### src/rtl/mem_port_arbiter_pkg.sv
// Shared definitions for the unified memory port arbiter: read-owner
// encoding, access size codes and the alignment rule.
package mem_port_arbiter_pkg;

    typedef enum logic [1:0] {
        OWN_NONE = 2'd0,
        OWN_IF   = 2'd1,
        OWN_D    = 2'd2
    } owner_e;

    typedef enum logic [1:0] {
        SZ_B   = 2'b00,
        SZ_H   = 2'b01,
        SZ_W   = 2'b10,
        SZ_BAD = 2'b11
    } size_e;

    // Size code 11 has no legal meaning, so it is rejected like a misalignment.
    function automatic logic is_misaligned(input size_e size, input logic [1:0] off);
        logic bad;
        case (size)
            SZ_B:    bad = 1'b0;
            SZ_H:    bad = off[0];
            SZ_W:    bad = (off != 2'b00);
            default: bad = 1'b1;
        endcase
        return bad;
    endfunction

endpackage

### src/rtl/mem_port_arbiter_lane_align.sv
// Byte-lane steering for the data port: byte enables, lane-shifted store
// data and the misaligned-access flag.
module mem_lane_align
    import mem_port_arbiter_pkg::*;
(
    input  logic [1:0]  size,
    input  logic [1:0]  off,
    input  logic [31:0] wdata,
    output logic [3:0]  be,
    output logic [31:0] wdata_sh,
    output logic        misalign
);

    always_comb begin
        be = 4'b0000;
        case (size_e'(size))
            SZ_B:    be = 4'b0001 << off;
            SZ_H:    be = 4'b0011 << off;
            SZ_W:    be = 4'b1111;
            default: be = 4'b0000;
        endcase
        wdata_sh = wdata << {off, 3'b000};
        misalign = is_misaligned(size_e'(size), off);
    end

endmodule

### src/rtl/mem_port_arbiter.sv
// Arbiter for the single-ported unified memory shared by fetch and the
// memory stage; tracks who owns the one outstanding read.
module mem_port_arbiter
    import mem_port_arbiter_pkg::*;
#(
    parameter int ADDR_W     = 12,
    parameter int STARVE_MAX = 3
) (
    input  logic              clk,
    input  logic              rst,
    input  logic              if_req,
    input  logic [31:0]       if_addr,
    output logic              if_gnt,
    output logic              if_rvalid,
    output logic [31:0]       if_rdata,
    output logic              stall_if,
    input  logic              d_req,
    input  logic              d_we,
    input  logic [1:0]        d_size,
    input  logic [31:0]       d_addr,
    input  logic [31:0]       d_wdata,
    output logic              d_gnt,
    output logic              d_rvalid,
    output logic [31:0]       d_rdata,
    output logic              d_err,
    output logic              mem_en,
    output logic              mem_we,
    output logic [3:0]        mem_be,
    output logic [ADDR_W-1:0] mem_addr,
    output logic [31:0]       mem_wdata,
    input  logic [31:0]       mem_rdata
);

    localparam int CNT_W = (STARVE_MAX < 2) ? 1 : $clog2(STARVE_MAX + 1);

    logic [CNT_W-1:0] starve_cnt;
    owner_e           owner;
    owner_e           owner_nxt;
    logic [3:0]       lane_be;
    logic [31:0]      lane_wdata;
    logic             lane_misalign;
    logic             d_ok;
    logic             if_forced;
    logic             d_mem;
    logic             unused_addr_bits;

    assign unused_addr_bits = ^{if_addr[31:ADDR_W+2], if_addr[1:0], d_addr[31:ADDR_W+2]};

    mem_lane_align u_lane_align (
        .size     (d_size),
        .off      (d_addr[1:0]),
        .wdata    (d_wdata),
        .be       (lane_be),
        .wdata_sh (lane_wdata),
        .misalign (lane_misalign)
    );

    // D normally owns the port; a starved fetch steals exactly one conflict cycle.
    assign d_ok      = d_req & ~lane_misalign;
    assign if_forced = if_req & d_ok & (starve_cnt == CNT_W'(STARVE_MAX));
    assign d_mem     = d_ok & ~if_forced;
    assign if_gnt    = if_req & ~d_mem;
    assign d_gnt     = d_req & (lane_misalign | d_mem);
    assign d_err     = d_req & lane_misalign;
    assign stall_if  = if_req & ~if_gnt;

    always_comb begin
        mem_en    = 1'b0;
        mem_we    = 1'b0;
        mem_be    = 4'b0000;
        mem_addr  = '0;
        mem_wdata = '0;
        owner_nxt = OWN_NONE;
        if (d_mem) begin
            mem_en    = 1'b1;
            mem_we    = d_we;
            mem_be    = lane_be;
            mem_addr  = d_addr[ADDR_W+1:2];
            mem_wdata = d_we ? lane_wdata : 32'd0;
            owner_nxt = d_we ? OWN_NONE : OWN_D;
        end else if (if_gnt) begin
            mem_en    = 1'b1;
            mem_be    = 4'b1111;
            mem_addr  = if_addr[ADDR_W+1:2];
            owner_nxt = OWN_IF;
        end
    end

    always_ff @(posedge clk or posedge rst) begin
        if (rst) begin
            owner      <= OWN_NONE;
            starve_cnt <= '0;
        end else begin
            owner <= owner_nxt;
            if (stall_if) begin
                if (starve_cnt != CNT_W'(STARVE_MAX))
                    starve_cnt <= starve_cnt + 1'b1;
            end else begin
                starve_cnt <= '0;
            end
        end
    end

    // Read data lands one cycle after the grant and goes only to the recorded owner.
    assign if_rvalid = (owner == OWN_IF);
    assign d_rvalid  = (owner == OWN_D);
    assign if_rdata  = if_rvalid ? mem_rdata : 32'd0;
    assign d_rdata   = d_rvalid ? mem_rdata : 32'd0;

endmodule
### config.mk
export PLATFORM = sky130hd
export DESIGN_NAME = mem_port_arbiter
export DESIGN_NICKNAME = d
export VERILOG_FILES = /design/src/rtl/mem_port_arbiter_pkg.sv /design/src/rtl/mem_port_arbiter_lane_align.sv /design/src/rtl/mem_port_arbiter.sv
export SDC_FILE = /design/constraint.sdc
export NUM_CORES = 1
export LEC_CHECK = 0
export ABC_CLOCK_PERIOD_IN_PS = 1600
export BUFFER_PORTS_ARGS = -buffer_cell sky130_fd_sc_hd__buf_2
export CORE_AREA = 2 2 100 102
export DETAILED_ROUTE_END_ITERATION = 10
export DIE_AREA = 0 0 102 104
export HOLD_SLACK_MARGIN = 0.15
export PLACE_DENSITY = 0.68
export SLEW_MARGIN = 20
export SYNTH_ARGS = -nofsm -noshare
export SYNTH_HDL_FRONTEND = slang
export SYNTH_HIERARCHICAL = 1
export SYNTH_SLANG_ARGS = --single-unit
### constraint.sdc
create_clock -name clk -period 1.6 [get_ports clk]
set_input_delay 0.16 -clock clk [delete_from_list [all_inputs] [get_ports clk]]
set_output_delay 0.16 -clock clk [all_outputs]
set_load 0.02 [all_outputs]
# == Word-level counts from Yosys, hierarchy flattened ==
# Cells that the tools add are included.
# W data, S select, Z words.
# totals
rom_bits,0
out_inout_bits,120
input_bits,135
reg_bits,4
memories,0
latch_bits,0
wordCells,46
mem_bits_rw,0
# op_classes
div_mod_pow,0
shift,3
mul,0
eq_ne,7
bitwise_logic,13
n_addsub,1
muxes,18
reduce_logical,2
n_lt_le_gt_ge,0
# op_table
operator,count
$mux W32,4
$shl A32 B5 Y32,1
$mux W12,2
$pmux W4 S3,1
$and A1 B1 Y1,8
$mux W2,4
$mux W4,2
$eq A2 B2 Y1 const B,3
$eq A2 B1 Y1 const B,2
$mux W1,4
$not A1 Y1,4
$shl A1 B2 Y4 const A,1
$shl A2 B2 Y4 const A,1
$pmux W1 S3,1
$add A2 B1 Y2 const B,1
$logic_not A2 Y1,1
$ne A2 B1 Y1 const B,1
$ne A2 B2 Y1 const B,1
$reduce_bool A2 Y1,1
$or A1 B1 Y1,1

# == Logic depth before layout (Yosys ltp) ==
# logic_depth
word_depth,13
depth_mapped,8
depth_no_buf,4

# == Hierarchy ==
# The synthesis kept the hierarchy.
# modules_own_cells
module,cells_each,area_per_inst_um2,seq_area_each_um2,n_inst
mem_port_arbiter,182,1242.4,100.1,1
mem_lane_align,79,654.4,0.0,1

# == Worst setup path before layout ==
# No wires, ideal clock.
# synth_timing
path_kind,in2out
from,input d_addr[1]
to,output mem_addr[0]
n_path_buf,3
path_slack_ns,-0.388
t_required_ns,1.440
cell_stages,7
t_arrival_ns,1.828
cell_sequence,buf_4 > buf_6 > o21a_1 > o22a_1 > nand2b_1 > buf_2 > o32ai_1
# synth_between
elab_chain_len,12
# synth_rtl
element,line_no,rtl
from (decl),mem_port_arbiter.sv:20,"input logic [31:0] d_addr,"
$reduce_bool A2 Y1 *,mem_port_arbiter_pkg.sv:24,SZ_W: bad = (off != 2'b00);
$pmux W1 S3 *,mem_port_arbiter_pkg.sv:21,case (size)
via lane_misalign,mem_port_arbiter.sv:41,logic lane_misalign;
$not A1 Y1 *,mem_port_arbiter.sv:59,assign d_ok = d_req & ~lane_misalign;
$and A1 B1 Y1 *,mem_port_arbiter.sv:59,
$and A1 B1 Y1 (2 in a row),mem_port_arbiter.sv:60,assign if_forced = if_req & d_ok & (starve_cnt == CNT_W'(STARVE_MAX));
$not A1 Y1,mem_port_arbiter.sv:61,assign d_mem = d_ok & ~if_forced;
$and A1 B1 Y1 *,mem_port_arbiter.sv:61,
$not A1 Y1,mem_port_arbiter.sv:62,assign if_gnt = if_req & ~d_mem;
$and A1 B1 Y1,mem_port_arbiter.sv:62,
$mux W12,mem_port_arbiter.sv:81,end else if (if_gnt) begin
$mux W12 *,mem_port_arbiter.sv:74,if (d_mem) begin
to (decl),mem_port_arbiter.sv:29,"output logic [ADDR_W-1:0] mem_addr,"
# Mark *: on every way through the listed nets, which the timed path passes. The rest lies on a longest branch.

# == Final worst setup path ==
# layout_timing
from,register starve_cnt[0]
to,output mem_addr[4]
# layout_between
elab_chain_len,8
# layout_rtl
element,line_no,rtl
from (decl),mem_port_arbiter.sv:36,logic [CNT_W-1:0] starve_cnt;
from (signal assigned),mem_port_arbiter.sv:97,starve_cnt <= starve_cnt + 1'b1;
$eq A2 B2 Y1 *,mem_port_arbiter.sv:60,
$and A1 B1 Y1 *,mem_port_arbiter.sv:60,
$not A1 Y1 *,mem_port_arbiter.sv:61,
$and A1 B1 Y1 *,mem_port_arbiter.sv:61,
$not A1 Y1,mem_port_arbiter.sv:62,
$and A1 B1 Y1,mem_port_arbiter.sv:62,
$mux W12,mem_port_arbiter.sv:81,
$mux W12 *,mem_port_arbiter.sv:74,
# Mark *: on every way between the ends. The rest lies on a longest branch, timed or not.

==> run metrics <==
syn_nets=approximately 400; Final TNS setup=-6070 ps; Critical Path Source Type=flip-flop; maximum vdd drop=0.146 mV; Slew @ Worst Pin=570 ps; max-slew violation count=0; Yosys top cell area share=25.4%; Initial Util=between 10% and 20%; RSZ-0062 raised after global routing=true; violated checks=negative setup slack; P_int=just over 0.8 mW; switching share of power=between 40% and 50%; asr flop ratio synth=100%; Synth Instances=about 260; CTS buffer count=3; CTS tree=built; routability cong.=roughly 0.73; DRC violation count after routing=0; row count=36; initial antenna violation count=0; Congestion Overflow GR=0; clock network power share=14.5%; Core Area=9550 µm²; Final WS setup=-179 ps; met3 wire length=between 700 and 800 µm; total routed wirelength=~9300 µm; Period Utilization, post-route=111%; Worst path slowest cell=dfrtp_1; sequential share of the synthesized area=5.28%; NumNets Final=between 600 and 700; vias=between 2000 and 3000; Reg power frac=under 10%; Ys Warns=6; die area=around 11000 µm²; Finish-stage setup viols=51; ANT nets after route=0; min Tclk post-route=roughly 1800 ps; total chip power=1.42 mW; Worst Skew=0.569 ps; Net Sw Power=approximately 0.61 mW; Iter 0 DRT Violations=58; DR vias/cell=approximately 4.6; Arr. time, crit path=~1600 ps; CTS H-Tree Depth=1; Port Buffer Count=between 200 and 250; max-cap viol count=0; layout cells sized above 1=64.0%; Avg WL per Cell=14.9 µm; P per Cell Area=around 350 nW/µm²; first-pass GRT wire length=approximately 13000 µm; Hold Crit Class=in2reg; Worst Path Max Fanout=6; ANT cells=0; Post-synth EDFFs=0; WS Path Type=reg2out; fmax=between 500 and 600 MHz; top-level I/O count=around 260; TritonRoute pass-1 iters=4; Slew HR=a little over 60%; status=complete, but fails checks; DPL Wire Length=~6600 µm; vias in the first global route=about 2700; slowest stage delay, CP=between 300 and 400 ps; Worst-path clk slew=around 30 ps; DR WL met2=about 5000 µm; Leak=around 2.2 nW; die height=~100 µm; top sig layer=met4; Min Hold Slack=~350 ps; Post-Syn Area=around 1900 µm²; Chip Width=around 100 µm; average cell area after synthesis=7.27 µm²; crit-path cells=ha_2 > buf_6 > and2_4 > buf_16 > o32ai_2 > buf_4; Yosys top cell by area=and2_1; logic gate share of total power=77.9%; Sink Count=4; Hold Fails Final Rpt=0; Max Buffers Root-to-Sink=2; Cell variety after synth=30; GRT Resource Usage Total=14.6%; DRT met1 WL=3560 µm; Primary FF master, synth=dfrtp_1; Layout area overhead=115%; root buf cell=clkbuf_8; Synth Register Bits=4; Crit. End Element=output pin; utilization after layout=approximately 43%; pin count of the biggest net entering global routing=35; worst endpoint required time=about 1400 ps; Clock Latency Late Sink=~210 ps; Area contributors post-synth=and2_1 25%, mux2i_1 18%, and4_1 15%, o32ai_1 5.5%, dfrtp_1 5.3%
==> cells by family (layout without fill, tap and decap cells) <==
| logic type | after synthesis | count (layout) | synth area share (%) |
|---|---|---|---|
| AND/OR/NAND/NOR | 145 | 146 | 50.5 |
| flip-flops | 4 | 4 | 5.28 |
| adder cells (fa/ha/maj) | 1 | 1 | 0.660 |
| multiplexers | 34 | 34 | 17.9 |
| buffers and inverters | 46 | 273 | 11.7 |
| AO/OA/AOI/OAI | 31 | 31 | 13.9 |
==> final timing paths <==
check                              start            end  slack [ps]  cells past startpoint
max                        starve_cnt[0]    mem_addr[4]        -180                      6
min                               if_req       owner[0]         350                      2
max reg2reg                starve_cnt[0]  starve_cnt[1]          60                      7
min reg2reg                starve_cnt[0]  starve_cnt[0]         530                      2
max in group asynchronous            rst       owner[1]        1070                      3
min in group asynchronous            rst  starve_cnt[1]         390                      3
==> repair_timing <==
item,CTS,global route
hold endpoints to repair,4,0
hold buffers,1,0
setup buffers,4,5
cloned,3,6
endpoints found under the setup margin,52,52
gates resized for setup,46,42
pin swaps,4,2
==> stage by stage <==
step | cell area [µm²] | cells | worst slack [ps]
finish | 4070 | 622 | -179
global route | 4070 | 622 | -234
CTS | 3790 | 612 | -237
detailed placement | 3500 | 601 | -196
global placement | 3500 | 601 | -185
floorplan | 2250 | 261 | -121
==> worst max-delay path: cells and delay by family (launching register included) <==
kind / cells / cell delay [ps]
compound gates: 1 / 190
flops: 1 / 370
buf+inv: 3 / 460
fa+ha+maj: 1 / 200
simple gates: 1 / 180
==> power groups by stage <==
stage | sequential (mW) | clock (mW) | combinational [mW]
finish | 0.109 | 0.206 | 1.11
global route | 0.109 | 0.223 | 1.18
CTS | 0.108 | 0.211 | 1.04
detailed placement | 0.109 | 0 | 0.948
global placement | 0.110 | 0 | 0.930
floorplan | 0.109 | 0 | 0.617
==> sequential cells by signal (all words and copies together), names as in the netlist <==
signal,cells
starve_cnt,2
owner,2
==> synthesized netlist by cell type, types with 3 or more instances <==
library cell,number
dfrtp_1,4
nor2_1,8
clkbuf_1,16
buf_2,9
buf_6,4
a22o_1,4
o2bb2ai_1,8
and4_1,32
mux2i_1,34
inv_1,14
nand2b_1,3
nor2b_1,4
nand2_1,13
and2_1,77
o32ai_1,12
==> area by class of cell <==
cell class	count	area, µm²
fillers	959	5480
flip-flops and latches	4	100
well taps	133	166
repair buffers	256	1780
multi-input cells	212	1930
inverters	14	52.6
clock buffers	3	41.3
==> per-layer routing <==
metal  up-vias  global-route usage, %
met5         -                      0
met4         0                   1.62
met3        11                   2.96
met2       148                   29.2
met1      1343                   15.7
li1       1390                      -
==> placed cells by master, fill, tap and decap left out, drive strengths merged <==
cell type and n:
and4 32, o2bb2ai 8, buf 251, nor2 9, ha 1, o21a 2
and2 77, nor2b 4, o22a 1, o32ai 12, inv 14, dfrtp 4
o311ai 1, nand4bb 1, clkbuf 7, nand2b 4, nand2 13, nor3b 2
mux2i 34, nor3 1, or3b 1, a22o 4, and3 2, o31ai 1
dlygate4sd3 1, o21ai 1, o21bai 1
Power figures use the tool's default switching activity.
